**src/rtl/trigger_pkg.sv**
```systemverilog
// Shared definitions for the trigger window readout path: FSM encoding and
// output FIFO sizing constants.
package trigger_pkg;

   typedef enum logic [2:0] {
      IDLE,
      CHECK,
      READ,
      DRAIN,
      DONE
   } state_t;

   localparam int DEF_FIFO_DEPTH = 4;

   function automatic int fifo_ptr_w(input int depth);
      return (depth > 1) ? $clog2(depth) : 1;
   endfunction

   localparam int DEF_FIFO_PTR_W = fifo_ptr_w(DEF_FIFO_DEPTH);

endpackage

```
**src/rtl/axis_skid_fifo.sv**
```systemverilog
// Small single-clock FIFO with an AXI-stream style output, occupancy count
// and a synchronous flush that discards everything, including a same-cycle push.
module axis_skid_fifo
   import trigger_pkg::*;
#(
   parameter int WIDTH = 17,
   parameter int DEPTH = DEF_FIFO_DEPTH
) (
   input  logic                          clk,
   input  logic                          rst,
   input  logic                          flush,
   input  logic                          wr_en,
   input  logic [WIDTH-1:0]              wr_data,
   output logic                          out_valid,
   input  logic                          out_ready,
   output logic [WIDTH-1:0]              out_data,
   output logic [fifo_ptr_w(DEPTH):0]    count
);

   localparam int PTR_W = fifo_ptr_w(DEPTH);
   localparam logic [PTR_W:0] FULL_CNT = (PTR_W + 1)'(DEPTH);

   logic [WIDTH-1:0] mem [DEPTH];
   logic [PTR_W-1:0] wr_ptr;
   logic [PTR_W-1:0] rd_ptr;
   logic             push;
   logic             pop;

   assign out_valid = (count != '0);
   assign pop       = out_valid && out_ready;
   assign push      = wr_en && ((count != FULL_CNT) || pop);
   assign out_data  = out_valid ? mem[rd_ptr] : '0;

   // NOTE: storage has no reset; only pointers and count define which entries are live.
   always_ff @(posedge clk) begin
      if (push && !flush) begin
         mem[wr_ptr] <= wr_data;
      end
   end

   always_ff @(posedge clk or posedge rst) begin
      if (rst) begin
         wr_ptr <= '0;
         rd_ptr <= '0;
         count  <= '0;
      end else if (flush) begin
         wr_ptr <= '0;
         rd_ptr <= '0;
         count  <= '0;
      end else begin
         if (push) wr_ptr <= wr_ptr + 1'b1;
         if (pop)  rd_ptr <= rd_ptr + 1'b1;
         case ({push, pop})
            2'b10:   count <= count + 1'b1;
            2'b01:   count <= count - 1'b1;
            default: ;
         endcase
      end
   end

endmodule

```
**src/rtl/trigger_window_reader.sv**
```systemverilog
// Reads a pre/post-trigger window out of a circular sample buffer and streams
// it over AXI-stream, with credit-based flow control into a skid FIFO.
module trigger_window_reader
   import trigger_pkg::*;
#(
   parameter int DATA_WIDTH      = 16,
   parameter int MEMORY_ADDR_LEN = 32,
   parameter int BUF_ADDR_WIDTH  = 12,
   parameter int FIFO_DEPTH      = DEF_FIFO_DEPTH
) (
   input  logic                        clk,
   input  logic                        rst,
   input  logic                        start,
   input  logic                        abort,
   input  logic [MEMORY_ADDR_LEN-1:0]  trigger_offset,
   input  logic [MEMORY_ADDR_LEN-1:0]  buf_base,
   input  logic [BUF_ADDR_WIDTH:0]     buf_depth,
   input  logic [BUF_ADDR_WIDTH:0]     pretrig_len,
   input  logic [BUF_ADDR_WIDTH:0]     window_len,
   output logic                        rd_en,
   output logic [BUF_ADDR_WIDTH-1:0]   rd_addr,
   input  logic [DATA_WIDTH-1:0]       rd_data,
   output logic [DATA_WIDTH-1:0]       m_axis_tdata,
   output logic                        m_axis_tvalid,
   input  logic                        m_axis_tready,
   output logic                        m_axis_tlast,
   output logic                        busy,
   output logic                        done,
   output logic                        cfg_error
);

   localparam int IDX_W      = BUF_ADDR_WIDTH + 1;
   localparam int BYTE_SHIFT = $clog2(DATA_WIDTH / 8);
   localparam int CNT_W      = fifo_ptr_w(FIFO_DEPTH) + 1;

   state_t                      state;
   logic [MEMORY_ADDR_LEN-1:0]  cfg_trig;
   logic [MEMORY_ADDR_LEN-1:0]  cfg_base;
   logic [IDX_W-1:0]            cfg_depth;
   logic [IDX_W-1:0]            cfg_pre;
   logic [IDX_W-1:0]            cfg_win;
   logic [IDX_W-1:0]            rd_remaining;
   logic                        rd_last;
   logic                        wr_en;
   logic                        wr_last;

   logic [MEMORY_ADDR_LEN-1:0]  byte_delta;
   logic [IDX_W-1:0]            trig_idx;
   logic [IDX_W-1:0]            start_idx;
   logic [BUF_ADDR_WIDTH-1:0]   next_addr;
   logic                        cfg_bad;
   logic                        credit_ok;
   logic                        flush;
   logic                        fifo_pop;
   logic                        fifo_last;
   logic [CNT_W-1:0]            fifo_count;

   assign byte_delta = cfg_trig - cfg_base;
   assign trig_idx   = IDX_W'(byte_delta >> BYTE_SHIFT);
   assign cfg_bad    = (cfg_win == '0) || (cfg_win > cfg_depth) || (cfg_pre >= cfg_win)
                    || (trig_idx >= cfg_depth) || (cfg_depth == '0);
   assign start_idx  = (trig_idx >= cfg_pre) ? trig_idx - cfg_pre
                                             : trig_idx + cfg_depth - cfg_pre;
   assign next_addr  = ({1'b0, rd_addr} == cfg_depth - 1'b1) ? '0 : rd_addr + 1'b1;
   assign flush      = abort && (state != IDLE);
   assign fifo_pop   = m_axis_tvalid && m_axis_tready;

   // A new read is allowed only if, after this edge, every slot it could land in is still free.
   // NOTE: every output of an always_comb gets a default first so no latch is inferred.
   always_comb begin
      credit_ok = 1'b0;
      if (int'(fifo_count) - int'(fifo_pop) + int'(wr_en) + int'(rd_en) < FIFO_DEPTH) begin
         credit_ok = 1'b1;
      end
   end

   // NOTE: all state here updates with <= so every branch sees pre-edge values.
   always_ff @(posedge clk or posedge rst) begin
      if (rst) begin
         state        <= IDLE;
         cfg_trig     <= '0;
         cfg_base     <= '0;
         cfg_depth    <= '0;
         cfg_pre      <= '0;
         cfg_win      <= '0;
         rd_remaining <= '0;
         rd_en        <= 1'b0;
         rd_addr      <= '0;
         rd_last      <= 1'b0;
         wr_en        <= 1'b0;
         wr_last      <= 1'b0;
         busy         <= 1'b0;
         done         <= 1'b0;
         cfg_error    <= 1'b0;
      end else begin
         done <= 1'b0;
         if (flush) begin
            state   <= IDLE;
            rd_en   <= 1'b0;
            rd_last <= 1'b0;
            wr_en   <= 1'b0;
            wr_last <= 1'b0;
            busy    <= 1'b0;
         end else begin
            wr_en   <= rd_en;
            wr_last <= rd_last;
            case (state)
               IDLE: begin
                  if (start) begin
                     cfg_trig  <= trigger_offset;
                     cfg_base  <= buf_base;
                     cfg_depth <= buf_depth;
                     cfg_pre   <= pretrig_len;
                     cfg_win   <= window_len;
                     busy      <= 1'b1;
                     state     <= CHECK;
                  end
               end
               CHECK: begin
                  if (cfg_bad) begin
                     cfg_error <= 1'b1;
                     busy      <= 1'b0;
                     state     <= IDLE;
                  end else begin
                     cfg_error    <= 1'b0;
                     rd_en        <= 1'b1;
                     rd_addr      <= BUF_ADDR_WIDTH'(start_idx);
                     rd_remaining <= cfg_win - 1'b1;
                     rd_last      <= (cfg_win == IDX_W'(1));
                     state        <= READ;
                  end
               end
               READ: begin
                  if (rd_remaining == '0) begin
                     rd_en   <= 1'b0;
                     rd_last <= 1'b0;
                     state   <= DRAIN;
                  end else if (credit_ok) begin
                     rd_en        <= 1'b1;
                     rd_addr      <= next_addr;
                     rd_remaining <= rd_remaining - 1'b1;
                     rd_last      <= (rd_remaining == IDX_W'(1));
                  end else begin
                     rd_en   <= 1'b0;
                     rd_last <= 1'b0;
                  end
               end
               DRAIN: begin
                  if (fifo_pop && fifo_last) begin
                     done  <= 1'b1;
                     state <= DONE;
                  end
               end
               DONE: begin
                  busy  <= 1'b0;
                  state <= IDLE;
               end
               default: begin
                  busy  <= 1'b0;
                  state <= IDLE;
               end
            endcase
         end
      end
   end

   axis_skid_fifo #(
      .WIDTH (DATA_WIDTH + 1),
      .DEPTH (FIFO_DEPTH)
   ) u_fifo (
      .clk       (clk),
      .rst       (rst),
      .flush     (flush),
      .wr_en     (wr_en),
      .wr_data   ({wr_last, rd_data}),
      .out_valid (m_axis_tvalid),
      .out_ready (m_axis_tready),
      .out_data  ({fifo_last, m_axis_tdata}),
      .count     (fifo_count)
   );

   assign m_axis_tlast = fifo_last;

endmodule

```
**config.mk**
```make
export PLATFORM = sky130hd
export DESIGN_NAME = trigger_window_reader
export DESIGN_NICKNAME = d
export VERILOG_FILES = /design/src/rtl/trigger_pkg.sv /design/src/rtl/axis_skid_fifo.sv /design/src/rtl/trigger_window_reader.sv
export SDC_FILE = /design/constraint.sdc
export NUM_CORES = 1
export LEC_CHECK = 0
export BUFFER_PORTS_ARGS = -buffer_cell sky130_fd_sc_hd__buf_4
export CAP_MARGIN = 10
export CORE_ASPECT_RATIO = 0.7
export CORE_UTILIZATION = 65
export CTS_BUF_LIST = sky130_fd_sc_hd__clkbuf_2 sky130_fd_sc_hd__clkbuf_4 sky130_fd_sc_hd__clkbuf_8
export DETAILED_ROUTE_END_ITERATION = 12
export PLACE_DENSITY = 0.9
export SLEW_MARGIN = 20
export SYNTH_ARGS = -nofsm -noshare
export SYNTH_HDL_FRONTEND = slang
export SYNTH_SLANG_ARGS = --single-unit
```
**constraint.sdc**
```tcl
create_clock -name clk -period 6.3 [get_ports clk]
set_input_delay 0.63 -clock clk [delete_from_list [all_inputs] [get_ports clk]]
set_output_delay 0.63 -clock clk [all_outputs]
set_load 0.01 [all_outputs]
```
==> reports/results.txt <==
status - finished clean
Initial Util - 67.2%
min cycle time layout - 5.32 ns
actual slew at the worst max-slew pin - 1.02 ns
Pins Over Slew Limit - 0
DRT antenna net count - 0
Vias - 9,152
number of flops mapped to enable cells by yosys - 68
root buffer cell - clkbuf_8
Rows - 39
most frequent cells in the layout - 130 x buf_4, 109 x dfrtp_1, 96 x nand2_1, 88 x ha_1, 83 x o21ai_0
Seq/Total Area, Yosys - 43.2%
clock latency on the worst-skew pair - 0.48 ns
share of layout cells above drive strength 1 - 17.2%
port buffer count - 121
Final setup viols - 0
f_max - 188 MHz
postcts setup bufs - 0
Num CTS Buffers - 17
CP required - 6.69 ns
final hold vios - 0
Post-synth ARST share - 61.6%
vias in the first global route - 8,700
cell count after synthesis - 1,083
drt wl/cell - 19.7 microns
# nets final - 1,425
Ports - 158
Die Y - 111 microns
crit path DAT - 5.71 ns
aggregate global-route resource usage - 34.1%
total gr overflow - 0
Top Family by Delay on Critical Path - compound AO/OA/AOI/OAI gates
initial antenna violation count - 0
Synth area leader - dfrtp_1
crit path launch type - flip-flop
Clk pin slew, worst setup/hold paths - 0.10 ns
CTS resizes - 0
Max Cap Viol - 0
pin count of the biggest net entering global routing - 69
clock tree buffer depth - 2
commonest non-fill, non-tap cell in the layout - buf_4
Worst slew margin - 31.7%
post-synth top area share - 24.7%
Routed WL - 28,400 microns
DIE WIDTH - 158 microns
Antenna diodes - 0
Area Overhead vs Synth - 14.5%
Final HPWL DP - 20,700 microns
RSZ-0062 raised after global routing - false
post-synth cell types - 72
initial drt markers - 919
CP max stage delay - 0.69 ns
first-pass GRT wire length - 45,200 microns
synthesized area per cell - 10.2 sq um
Synth Net Count - 1,309
CTS Hold Bufs - 0
Buf+Inv Stages, Crit Path - 0
most common flop cell mapped by yosys - dfrtp_1
Pre-antenna DRT Iters - 6
synth top area cells - dfrtp_1 25%, edfxtp_1 18%, ha_1 10%
DIE AREA - 17,500 sq um
Mapped Area - 11,000 sq um
Crit Path Category - reg2reg
Layout fillers - 1,022
Clock Sink Count - 177
Placer Congestion - 0.962
DR DRC count - 0
TritonCTS clock tree - yes
Setup Skew - 0.0111 ns
crit-path cells - ha_1 > nor2b_1 > o31a_1 > o221ai_1 > a21oi_1 > o311ai_1 > ha_1 > a21oi_1 > nand2_1 > a211o_1 > a311oi_2 > nand4b_4 > a21o_1 > or4_1 > o211ai_1
Worst path slowest cell - o311ai_1
crit end category - flip-flop
H-tree depth - 4
min-delay worst type - in2async
YS warnings - 0
vias per std cell - 6.37
CP Max Fanout - 17
core area - 16,400 sq um
Synth Register Bits - 177
Setup TNS Final - 0 ns
period utilisation layout - 84.4%
cell families after synthesis:
family / synth area share [%]
and+or+nand+nor: 14.6
xor gates and xnor gates: 4.44
muxes: 5.81
adders and majority gates: 12.5
buffers and inverters: 3.93
AOI/OAI and AO/OA: 15.5
DFF: 43.2
layout make-up:
type / count / area [sq um] / share of cell area, %
Inverter: 80 / 303 / 2.40
Clock inverter: 14 / 218 / 1.72
Tap cell: 225 / 282 / 2.23
Sequential cell: 177 / 4770 / 37.7
Timing Repair Buffer: 130 / 976 / 7.72
Clock buffer: 18 / 248 / 1.96
Multi-Input combinational cell: 793 / 5850 / 46.2
final timing paths:
| kind | start | to | slack (ns) | cells past startpoint |
|---|---|---|---|---|
| setup / recovery | cfg_trig[2] | rd_addr[11] | 0.98 | 15 |
| hold / removal | rst | rd_addr[3] | 0.21 | 2 |
| setup reg to reg | cfg_trig[2] | rd_addr[11] | 0.98 | 15 |
| hold reg to reg | cfg_base[0] | cfg_base[0] | 0.51 | 1 |
| max in group asynchronous | rst | cfg_win[4] | 4.82 | 3 |
| min in group clk | buf_base[2] | cfg_base[2] | 0.35 | 3 |
routing by layer:
layer / share of wire [%] / routed length (microns) / track usage, % / vias up
li1: - / - / - / 4170
met1: 43 / 12200 / 49.9 / 4361
met2: 44 / 12500 / 49.8 / 544
met3: 10 / 2860 / 7.86 / 77
met4: 3.0 / 850 / 12.1 / 0
met5: 0 / 0 / 0 / -
worst reg2reg max path: stages, from the launching register on:
cell and delay, ns:
dfrtp_1 0.39, ha_1 0.33, nor2b_1 0.16, o31a_1 0.29
o221ai_1 0.42, a21oi_1 0.19, o311ai_1 0.69, ha_1 0.39
a21oi_1 0.18, nand2_1 0.08, a211o_1 0.33, a311oi_2 0.33
nand4b_4 0.20, a21o_1 0.48, or4_1 0.63, o211ai_1 0.11
per-stage QoR:
stage | cell area [sq um] | hold slack [ns] | utilization [%] | setup WS (ns) | std cells
after floorplan | 11000 | 0.450 | - | 2.23 | 1083
after global placement | 12200 | 0.470 | 74.0 | 1.43 | 1405
after detailed placement | 12200 | 0.488 | 74.0 | 1.18 | 1405
after CTS | 12600 | 0.216 | 76.9 | 1.14 | 1437
after global routing | 12600 | 0.229 | 76.9 | 0.825 | 1437
final | 12600 | 0.206 | 76.9 | 0.985 | 1437
state kept, by name, summed over array words and instances, names as in the netlist, 12 cells and up:
| signal | count |
|---|---|
| cfg_base | 14 |
| u_fifo.mem | 68 |
| rd_remaining | 13 |
| cfg_pre | 13 |
| cfg_win | 13 |
| cfg_depth | 13 |
| cfg_trig | 14 |
| rd_addr | 12 |
cell usage after synthesis, drive strengths merged, types with 14 or more instances:
cell type and number:
dfrtp 109, o21ai 106, nand2 96, ha 88, inv 80, edfxtp 68, nor2 66, a21oi 56
xnor2 41, and2 26, nand3 25, nor3 24, clkbuf 22, mux4 17, mux2 15, nand2b 15
xor2 15, fa 14
Power is not shown: default switching activity piles up to over one toggle a cycle in this logic, so the estimate is an artifact.
